File: src/rtl/pinfilter_bank.sv
// Multi-channel GPIO noise filter: per-channel stability counter, registered edge pulses.
// Optional 2-flop input synchroniser enabled by defining PINFILTER_SYNC_EN.
module pinfilter_bank #(
    parameter int                 WIDTH     = 8,
    parameter int                 STABLE    = 2,
    parameter logic [WIDTH-1:0]   RESET_VAL = {WIDTH{1'b1}}
) (
    input  logic             clk,
    input  logic             reset,
    input  logic [WIDTH-1:0] din,
    input  logic             ena,
    output logic [WIDTH-1:0] dout,
    output logic [WIDTH-1:0] pos_edge,
    output logic [WIDTH-1:0] neg_edge,
    output logic             changed
);

    localparam int CW_RAW = $clog2(STABLE + 1);
    localparam int CW     = (CW_RAW < 1) ? 1 : CW_RAW;
    localparam logic [CW-1:0] CNT_LAST = CW'(STABLE - 1);

    logic [WIDTH-1:0] w_samp;
    logic [WIDTH-1:0] w_diff;
    logic [WIDTH-1:0] w_flip;
    logic [CW-1:0]    w_cnt_nxt [WIDTH];

    logic [CW-1:0]    r_cnt [WIDTH];
    logic [WIDTH-1:0] r_dout;
    logic [WIDTH-1:0] r_pos;
    logic [WIDTH-1:0] r_neg;
    logic             r_changed;

`ifdef PINFILTER_SYNC_EN
    logic [WIDTH-1:0] r_sync1;
    logic [WIDTH-1:0] r_sync2;

    // Two-flop synchroniser, free-running regardless of the sample strobe.
    always_ff @(posedge clk) begin
        if (reset) begin
            r_sync1 <= RESET_VAL;
            r_sync2 <= RESET_VAL;
        end else begin
            r_sync1 <= din;
            r_sync2 <= r_sync1;
        end
    end

    assign w_samp = r_sync2;
`else
    assign w_samp = din;
`endif

    // Per-channel next-count and flip decision; a matching sample discards any partial count.
    always_comb begin
        w_diff = w_samp ^ r_dout;
        w_flip = {WIDTH{1'b0}};
        for (int i = 0; i < WIDTH; i++) begin
            w_cnt_nxt[i] = r_cnt[i];
            if (!ena) begin
                w_cnt_nxt[i] = r_cnt[i];
            end else if (!w_diff[i]) begin
                w_cnt_nxt[i] = {CW{1'b0}};
            end else if (r_cnt[i] == CNT_LAST) begin
                w_cnt_nxt[i] = {CW{1'b0}};
                w_flip[i]    = 1'b1;
            end else begin
                w_cnt_nxt[i] = r_cnt[i] + CW'(1);
            end
        end
    end

    // Filter state, filtered levels and edge pulses; pulses coincide with the new dout level.
    always_ff @(posedge clk) begin
        if (reset) begin
            for (int i = 0; i < WIDTH; i++) begin
                r_cnt[i] <= {CW{1'b0}};
            end
            r_dout    <= RESET_VAL;
            r_pos     <= {WIDTH{1'b0}};
            r_neg     <= {WIDTH{1'b0}};
            r_changed <= 1'b0;
        end else begin
            for (int i = 0; i < WIDTH; i++) begin
                r_cnt[i] <= w_cnt_nxt[i];
            end
            r_dout    <= r_dout ^ w_flip;
            r_pos     <= w_flip & w_samp;
            r_neg     <= w_flip & ~w_samp;
            r_changed <= |w_flip;
        end
    end

    assign dout     = r_dout;
    assign pos_edge = r_pos;
    assign neg_edge = r_neg;
    assign changed  = r_changed;

endmodule

File: config.mk
export PLATFORM = sky130hd
export DESIGN_NAME = pinfilter_bank
export DESIGN_NICKNAME = d
export VERILOG_FILES = /design/src/rtl/pinfilter_bank.sv
export SDC_FILE = /design/constraint.sdc
export NUM_CORES = 1
export LEC_CHECK = 0
export ABC_AREA = 1
export CORE_MARGIN = 4
export CORE_UTILIZATION = 52
export CTS_CLUSTER_DIAMETER = 150
export CTS_CLUSTER_SIZE = 28
export DETAILED_ROUTE_END_ITERATION = 10
export PLACE_DENSITY_LB_ADDON = 0.08
export SKIP_LAST_GASP = 1
export SYNTH_ARGS = -nofsm -noshare
export SYNTH_HDL_FRONTEND = slang
export SYNTH_SLANG_ARGS = --single-unit
export TNS_END_PERCENT = 100
File: constraint.sdc
create_clock -name clk -period 2 [get_ports clk]
set_input_delay 0.4 -clock clk [delete_from_list [all_inputs] [get_ports clk]]
set_output_delay 0.4 -clock clk [all_outputs]
set_load 0.1 [all_outputs]
==> flow_metrics.tcl <==
set metrics [dict create \
    p_int_w 0.00112 \
    grt_max_degree 18 \
    drive_gt1_share_pct 18.6 \
    synth-seq-cells 41 \
    drc 0 \
    cts_tree "done" \
    hp-class "reg -> reg" \
    placed_cells 260 \
    fin_crit_sh_pct 75.9 \
    die-width_um 62.1 \
    cts.sinks 41 \
    power-per-cell-area_nw_per_um2 831 \
    grt_pass1_vias 1288 \
    drv_cap 0 \
    grt-ovfl-total 0 \
    die-area_um2 3860 \
    synth_area_um2 1520 \
    cp_slowest_stage_delay_ns 0.70 \
    synth_xor_xnor_area_share_pct 0 \
    fin_util_pct 68.9 \
    pin_count 36 \
    track_usage_pct 18.6 \
    status "complete, no violations" \
    tightest_slew_ns 0.510 \
    start_kind "input pin" \
    swShare_pct 29.6 \
    postCtsHoldBufs 0 \
    drt_first_pass_iters 5 \
    rows 19 \
    cp_slowest_cell "clkdlybuf4s50_1" \
    p_seq_share_pct 54.1 \
    nNetsFinal 247 \
    cp-end-kind "flop" \
    path_cells "clkdlybuf4s50_1 > nand2_1 > nor2_1 > nand2_1 > nand2_1 > nor2_1 > a21oi_1" \
    synth_area_leaders "dfxtp_1 54%, nand2_1 12%, nor2_1 7.6%" \
    met1_length_mm 1.27 \
    antenna_found_initial 0 \
    htreeDepth 2 \
    fmax_mhz 659 \
    power.leakage_nw 0.931 \
    path_clk_slew_ns 0.12 \
    fin_ws_ns 0.482 \
    path_max_fanout 11 \
    p_comb_share_pct 17.0 \
    synthAdderAreaFrac_pct 0 \
    grt_pass1_wl_mm 5.17 \
    maxSlewViolCount 0 \
    clock_latency_ns 0.35 \
    clockBufferDepth 2 \
    p_clk_share_pct 28.9 \
    ant_nets 0 \
    place_hpwl_mm 2.20 \
    hold_start "r_cnt[0][3]$_SDFFE_PP0P_" \
    antennaDiodeCount 0 \
    grt_setup_unrepaired "no" \
    syn_inst 195 \
    min_period_ns 1.52 \
    total_power_w 0.00159 \
    worst_clock_skew_ns 0.00634 \
    ir_worst_vdd_v 0.000760 \
    portBuffers 35 \
    cts_resized 0 \
    drt_wl_total_mm 3.02 \
    slew-limit-headroom_pct 66.0 \
    topRoutingLayerUsed "met4" \
    dp_slack_ns 0.120 \
    yosysWarnings 0 \
    nFillCells 244 \
    wl_met2_mm 1.51 \
    die_h_um 62.1 \
    via_per_inst 5.04 \
    yosys.area_share.simple_pct 28.9 \
    r2r-start "r_cnt[0][2]$_SDFFE_PP0P_" \
    startpoint "ena" \
    final_cells 268 \
    cts_buffers 5 \
    cp.arrival_ns 1.80 \
    areaGrowthSynthToFinish_pct 25.9 \
    drt_iter0_drc 49 \
    synth_compound_area_share_pct 9.05 \
    start_util_pct 54.7 \
    ys_seq_area_share_pct 53.9 \
    yosys-mux-area-fraction_pct 0 \
    power_switching_w 0.000471 \
    cts_root_buffer "clkbuf_4" \
    yosys.area.top_type "dfxtp_1" \
    cts_setup_buffers 0 \
    vias 1352 \
    synth_top_family_by_area "simple AND/OR/NAND/NOR gates" \
    gp_congestion 0.780 \
    setup_tns_ns 0 \
    avgRoutedWirePerCell_um 11.3 \
    crit_required_ns 2.29 \
    synth_top_area_share_pct 53.9 \
    route.met3.wl_um 200 \
    path_class "in -> reg" \
    hold_viol 0 \
    avgSynthCellArea_um2 7.80 \
    synthesis.nets 206 \
    cpMostUsedCell "nand2_1" \
    core_um2 2780 \
    setup_viol 0 \
    ys_types 16 \
]
[sequential cells by signal, summed over array words and instances (netlist names)]
register  count
r_cnt        16
dout          8
neg_edge      8
pos_edge      8
changed       1
[worst max-delay path: cells and delay by family]
family                 cells  cell delay [ns]
buffers and inverters      1             0.70
AND/OR/NAND/NOR            5             0.59
AO/OA/AOI/OAI              1             0.13
[path summary, 6_finish.rpt]
check                             endpoint  slack, ns  depth (start not counted)
hold / removal    r_cnt[0][3]$_SDFFE_PP0P_       0.44                          2
setup reg to reg        changed$_SDFF_PP0_       0.92                          6
setup / recovery        changed$_SDFF_PP0_       0.48                          7
hold reg to reg   r_cnt[0][3]$_SDFFE_PP0P_       0.44                          2
[cell type report]
cell class                 instances  area (um^2)  share of cell area (%)
clock inverter                     1         5.00                   0.261
timing repair buffer              38          310                    16.2
inverter                          26         97.6                    5.09
sequential                        41          821                    42.8
multi-input combinational        124          578                    30.2
clock buffer                       7         65.1                    3.40
tap                               31         38.8                    2.02
[synthesized netlist by cell type]
library cell and number:
nor2_1 31, nand2_1 48, nor2_2 1, o21ai_0 5, o211ai_1 11, buf_1 1
nand2_2 2, nor3_1 16, buf_2 2, inv_1 25, nor2_4 2, dfxtp_1 41
a21oi_1 6, inv_2 1, nand2_4 2, buf_6 1
[kinds of logic (layout without fill, tap and decap cells)]
| family | Yosys count | in the layout |
|---|---|---|
| and+or+nand+nor | 102 | 102 |
| DFF | 41 | 41 |
| buffers and inverters | 30 | 72 |
| AOI/OAI and AO/OA | 22 | 22 |
[cells in the final DEF, fill, tap and decap left out, types with 5 or more instances in the layout]
master           count
clkdlybuf4s50_1     10
inv_1               25
nor3_1              16
o211ai_1            11
clkbuf_4             5
buf_4               28
o21ai_0              5
a21oi_1              6
nand2_1             48
dfxtp_1             41
nor2_1              31
[metrics by stage]
step / hold WS, ns / instance area (um^2)
global route: 0.466 / 1920
floorplan: 0.409 / 1520
global placement: 0.416 / 1850
detailed placement: 0.418 / 1850
finish: 0.439 / 1920
CTS: 0.436 / 1920
[layer usage]
metal / up-vias / track usage (%)
met3: 4 / 6.82
met5: - / 0
met2: 39 / 31.5
met4: 0 / 8.79
met1: 616 / 20.5
li1: 693 / -
[power by group through the flow]
stage          clock network, W  logic [W]  registers (W)
3_5_place_dp                  0   0.000269       0.000880
5_1_grt                0.000510   0.000295       0.000866
2_1_floorplan                 0  0.0000940       0.000982
4_1_cts                0.000468   0.000272       0.000862
6_report               0.000460   0.000271       0.000862
3_3_place_gp                  0   0.000264       0.000878
Power figures use the tool's default switching activity.
